===== src/rtl/sw_pkg.sv =====
// Shared switch definitions: flit geometry, flit type codes and arbiter states.
package sw_pkg;

    localparam int NPORT    = 4;
    localparam int PKTW     = 9;
    localparam int DEST_W   = $clog2(NPORT);
    localparam int DEST_LSB = 0;

    // Flit type lives in the top two bits of every flit.
    localparam logic [1:0] FT_IDLE = 2'b00;
    localparam logic [1:0] FT_HEAD = 2'b10;
    localparam logic [1:0] FT_BODY = 2'b01;
    localparam logic [1:0] FT_TAIL = 2'b11;

    typedef enum logic {
        ST_IDLE = 1'b0,
        ST_BUSY = 1'b1
    } arb_state_t;

endpackage


===== src/rtl/sw_oarb_rr_pick.sv =====
// Combinational round-robin picker: first requester at or after ptr, wrapping.
module rr_pick #(
    parameter int N = 4
) (
    input  logic [N-1:0]         req,
    input  logic [$clog2(N)-1:0] ptr,
    output logic [N-1:0]         gnt
);

    localparam int PW = $clog2(N);

    logic [PW-1:0] idx;
    logic          found;

    // Scan upward from ptr; PW-bit addition wraps because N is a power of two.
    always_comb begin
        // NOTE: every variable gets a default first so no path leaves it unassigned (no latch).
        gnt   = '0;
        found = 1'b0;
        idx   = '0;
        for (int k = 0; k < N; k++) begin
            idx = ptr + PW'(k);
            if (!found && req[idx]) begin
                gnt[idx] = 1'b1;
                found    = 1'b1;
            end
        end
    end

endmodule


===== src/rtl/sw_oarb.sv =====
// Per-output-port wormhole arbiter: round-robin grant on a head flit,
// grant held until the owner's tail flit has been forwarded.
module sw_oarb #(
    parameter int NPORT   = sw_pkg::NPORT,
    parameter int PKTW    = sw_pkg::PKTW,
    parameter int PORT_ID = 0
) (
    input  logic                      clk,
    input  logic                      rst,
    input  logic [NPORT*(PKTW+1)-1:0] pkti,
    input  logic [NPORT-1:0]          vld,
    input  logic                      rdy,
    output logic [NPORT-1:0]          deq,
    output logic [NPORT-1:0]          grant,
    output logic                      busy,
    output logic [PKTW:0]             pkto,
    output logic                      we
);

    import sw_pkg::*;

    localparam int PW = $clog2(NPORT);

    arb_state_t     state_q, state_d;
    logic [PW-1:0]  ptr_q, ptr_d;
    logic [NPORT-1:0] grant_d;
    logic [PKTW:0]  pkto_d;
    logic           we_d;

    logic [PKTW:0]    flits [NPORT];
    logic [NPORT-1:0] req;
    logic [NPORT-1:0] pick;
    logic [PKTW:0]    owner_flit;
    logic [PW-1:0]    owner_idx;
    logic             xfer;

    // Unpack head flits and form requests: valid head flits addressed to this port.
    always_comb begin
        req = '0;
        for (int i = 0; i < NPORT; i++) begin
            flits[i] = pkti[i*(PKTW+1) +: (PKTW+1)];
            req[i]   = vld[i] && (flits[i][PKTW -: 2] == FT_HEAD) &&
                       (flits[i][DEST_LSB +: PW] == PW'(PORT_ID));
        end
    end

    rr_pick #(.N(NPORT)) u_pick (
        .req (req),
        .ptr (ptr_q),
        .gnt (pick)
    );

    // Select the owner's flit and index from the one-hot grant register.
    always_comb begin
        owner_flit = '0;
        owner_idx  = '0;
        for (int i = 0; i < NPORT; i++) begin
            if (grant[i]) begin
                owner_flit = flits[i];
                owner_idx  = PW'(i);
            end
        end
    end

    // Pop strobe depends only on registered grant, vld and rdy, never on flit contents.
    assign deq  = (state_q == ST_BUSY) ? (grant & vld & {NPORT{rdy}}) : '0;
    assign xfer = |deq;
    assign busy = (state_q == ST_BUSY);

    // Next-state: arbitrate in IDLE, forward owner flits in BUSY, release on tail.
    always_comb begin
        state_d = state_q;
        grant_d = grant;
        ptr_d   = ptr_q;
        pkto_d  = pkto;
        we_d    = 1'b0;
        case (state_q)
            ST_IDLE: begin
                if (|req) begin
                    grant_d = pick;
                    state_d = ST_BUSY;
                end
            end
            ST_BUSY: begin
                if (xfer) begin
                    pkto_d = owner_flit;
                    we_d   = 1'b1;
                    if (owner_flit[PKTW -: 2] == FT_TAIL) begin
                        state_d = ST_IDLE;
                        grant_d = '0;
                        ptr_d   = owner_idx + PW'(1);
                    end
                end
            end
            default: state_d = ST_IDLE;
        endcase
    end

    // State and output registers with synchronous reset.
    always_ff @(posedge clk) begin
        // NOTE: non-blocking assignments so every register samples pre-edge values.
        if (rst) begin
            state_q <= ST_IDLE;
            ptr_q   <= '0;
            grant   <= '0;
            pkto    <= '0;
            we      <= 1'b0;
        end else begin
            state_q <= state_d;
            ptr_q   <= ptr_d;
            grant   <= grant_d;
            pkto    <= pkto_d;
            we      <= we_d;
        end
    end

endmodule

===== config.mk =====
export PLATFORM = sky130hd
export DESIGN_NAME = sw_oarb
export DESIGN_NICKNAME = d
export VERILOG_FILES = /design/src/rtl/sw_pkg.sv /design/src/rtl/sw_oarb_rr_pick.sv /design/src/rtl/sw_oarb.sv
export SDC_FILE = /design/constraint.sdc
export NUM_CORES = 1
export LEC_CHECK = 0
export ABC_CLOCK_PERIOD_IN_PS = 2000
export CORE_MARGIN = 5
export CORE_UTILIZATION = 30
export CTS_CLUSTER_SIZE = 8
export DETAILED_ROUTE_END_ITERATION = 8
export RECOVER_POWER = 100
export SLEW_MARGIN = 0
export SYNTH_ARGS = -nofsm -noshare
export SYNTH_HDL_FRONTEND = slang
export SYNTH_HIERARCHICAL = 1
export SYNTH_SLANG_ARGS = --single-unit

===== constraint.sdc =====
create_clock -name clk -period 2 [get_ports clk]
set_input_delay 0.2 -clock clk [delete_from_list [all_inputs] [get_ports clk]]
set_output_delay 0.2 -clock clk [all_outputs]
set_load 0.005 [all_outputs]

==> impl_metrics.toml, run 1 <==
[place]
io_buffer_count = 66
hpwlAfterDp_mm = 3.95
routabilityCongestion = 0.865
place_worst_setup_slack_ns = -0.364

[outcome]
status = "completed"

[layout]
n_antenna_cell = 0
drive_above_1_share_pct = 20.0
area_growth_pct = 64.4
final_nets = 319
fill_cells = 461

[worst_setup_path]
cp_max_fo = 7
path_buf_inv = 1
path_delay_family = "multiplexers"
worst_ep_required_time_ns = 2.19
cp.arrival_ns = 2.06
start_kind = "flip-flop"
max_stage_delay_ns = 0.55
cp_cell_sequence = "buf_6, mux4_2, nor4b_4, nand2_1, o211ai_1, nand2_1, mux2i_1"
cpMostUsedCell = "nand2_1"
crit_type = "flip-flop to flip-flop"
end_kind = "flip-flop"
critPathSlowestCell = "mux4_2"

[sta]
post-route-period-util_pct = 93.8
slew_headroom_pct = 68.8
timing.fmax_ghz = 0.533
slew_viol_final = 0
rsz0062_at_grt = "true"
finalCriticalPeriod_ns = 1.88
finClkSkew_ns = 0.000435
setup_violations = 0
fin_hold_ws_ns = 0.459
setup_tns_ns = 0
worst_pin_slew_ns = 0.467
worst_slack_ns = 0.125
hold_violations = 0

[synthesis]
ys_seq_elements = 18
synth_area_leader_cell = "dfxtp_1"
postSynthNetCount = 233
synth.most_common_cell = "nor2_1"
yosysSeqAreaShare_pct = 25.3
synth_top_area_share_pct = 25.3
avgSynthCellArea_um2 = 7.92
postSynth.asyncResetShare_pct = 0
synth_cell_types = 37
ys.flop_type = "dfxtp_1"
synth-edff-count = 0
synth_area_leaders = "dfxtp_1, nor2_1, nand2_1"
synth_area_um2 = 1430
ys_warn_count = 6
synth_common_cells = "nor2_1, nand2_1, dfxtp_1"
syn_inst = 180

[clock_tree]
ctsHoldBuffers = 0
cts_num_sinks = 18
clock_path_buffers = 2
htreeDepth = 1
cts-buffers-inserted = 3
cts-root-buf = "clkbuf_8"
clk_latency_ns = 0.26
cts_tree = "done"
clk_pin_slew_ns = 0.07

[global_route]
grt_pass1_wl_mm = 7.93
first_global_vias = 1709
antenna_found_initial = 0
grt.total_usage_pct = 15.9
grt_max_degree = 13
overflow = 0

[worst_hold_path]
hold_path.class = "flip-flop to flip-flop"

[floorplanning]
core_area_um2 = 4660
die_h_um = 78.9
fp.dieArea_um2 = 6230
ios = 67
die_w_um = 78.9
start_util_pct = 30.6
rows = 25

[routing]
vias_per_cell = 5.15
antenna_left = 0
vias = 1643
dr.pass1.iters = 4
top_layer_used = "met4"
met3_length_um = 486
wl_met1_mm = 2.01
dr.first_iter.drc_count = 75
drc_errors = 0
wl_met2_mm = 2.18
wire_per_inst_um = 14.7
drt-total-wl_mm = 4.70

[power_and_ir_drop]
powerDensity_nw_per_um2 = 352
p_leak_uw = 0.000925
irDropWorstVdd_mv = 0.206
power_uw = 824

[job]
cap_violations = 0
==> timing repair <==
action / CTS / global route
pin swaps: 5 / 2
endpoints found under the setup margin: 4 / 6
setup buffers: 0 / 2
resized for setup: 22 / 7
==> state kept, by name, indices dropped and copies added, names as in the netlist <==
register and flops:
pkto 10, grant 4, ptr_q 2, busy 1, we 1
==> layer usage <==
metal | GRT usage, % | up-vias
met4 | 4.12 | 0
li1 | - | 823
met3 | 5.78 | 2
met5 | 0 | -
met1 | 19.5 | 755
met2 | 26.3 | 63
==> report_power, final <==
| group | switching (µW) | internal, µW | total, µW | leakage, µW |
|---|---|---|---|---|
| combinational | 52.3 | 101 | 153 | 0.000749 |
| sequential | 3.69 | 360 | 364 | 0.000147 |
| clock | 132 | 175 | 307 | 0.0000288 |
==> cells in the final DEF, fill, tap and decap left out, types with 2 or more instances in the layout <==
cell type,netlist,final
inv_1,8,7
o311ai_0,2,2
nand2_1,23,23
nor3_1,12,12
dfxtp_2,0,4
clkdlybuf4s50_1,0,33
dlygate4sd2_1,0,20
dlygate4sd3_1,0,13
o211ai_1,5,5
mux4_2,2,3
a21oi_2,2,2
dfxtp_1,18,14
a22oi_1,2,2
nor4_1,3,3
a21o_2,4,4
nand2b_1,5,5
ha_1,6,5
buf_4,0,27
a221oi_1,8,8
a211oi_1,6,6
clkbuf_8,0,4
mux2i_1,5,5
a21oi_1,10,10
o21ai_0,3,3
nor2_1,27,26
==> cells by family (layout without fill, tap and decap cells) <==
kind of cell	after synthesis	count (layout)	share of synthesized area [%]
DFF	18	18	25.3
muxes	9	9	10.4
adders and majority gates	6	6	5.27
and+or+nand+nor	79	79	27.0
AOI/OAI and AO/OA	46	46	24.6
buffers and inverters	22	107	7.46
==> final cells by class <==
| cell class | count | area, µm² | area share, % |
|---|---|---|---|
| clock buffer | 4 | 55.1 | 2.35 |
| sequential | 18 | 365 | 15.6 |
| tap | 54 | 67.6 | 2.88 |
| timing repair buffer | 94 | 850 | 36.3 |
| multi-input combinational | 140 | 971 | 41.5 |
| inverter | 9 | 33.8 | 1.44 |
==> worst min-delay path, cell delays in order, from the launching register on <==
cell and delay [ns]:
dfxtp_1 0.31, nand2_1 0.05, a21oi_1 0.05
==> stage by stage <==
step / instances / cell area, µm² / utilization [%]
after floorplan: 180 / 1430 / -
after global routing: 319 / 2340 / 50.3
after CTS: 317 / 2310 / 49.6
after detailed placement: 313 / 2280 / 48.9
final: 319 / 2340 / 50.3
after global placement: 313 / 2280 / 48.9
==> path summary, 6_finish.rpt <==
path / to / startpoint / cells after the start / slack [ns]
setup / recovery: grant[1] / ptr_q[0] / 7 / 0.12
hold / removal: pkto[8] / pkto[8] / 2 / 0.46
setup reg to reg: grant[1] / ptr_q[0] / 7 / 0.12
hold reg to reg: pkto[8] / pkto[8] / 2 / 0.46
Note: power is estimated with default switching activity, not from simulation.
==> inputs of run 2 (changes only) <==
- CTS_CLUSTER_SIZE: 8 -> 28
==> results of run 2 <==
Final layout, timing and power as in run 1 (identical DEF).
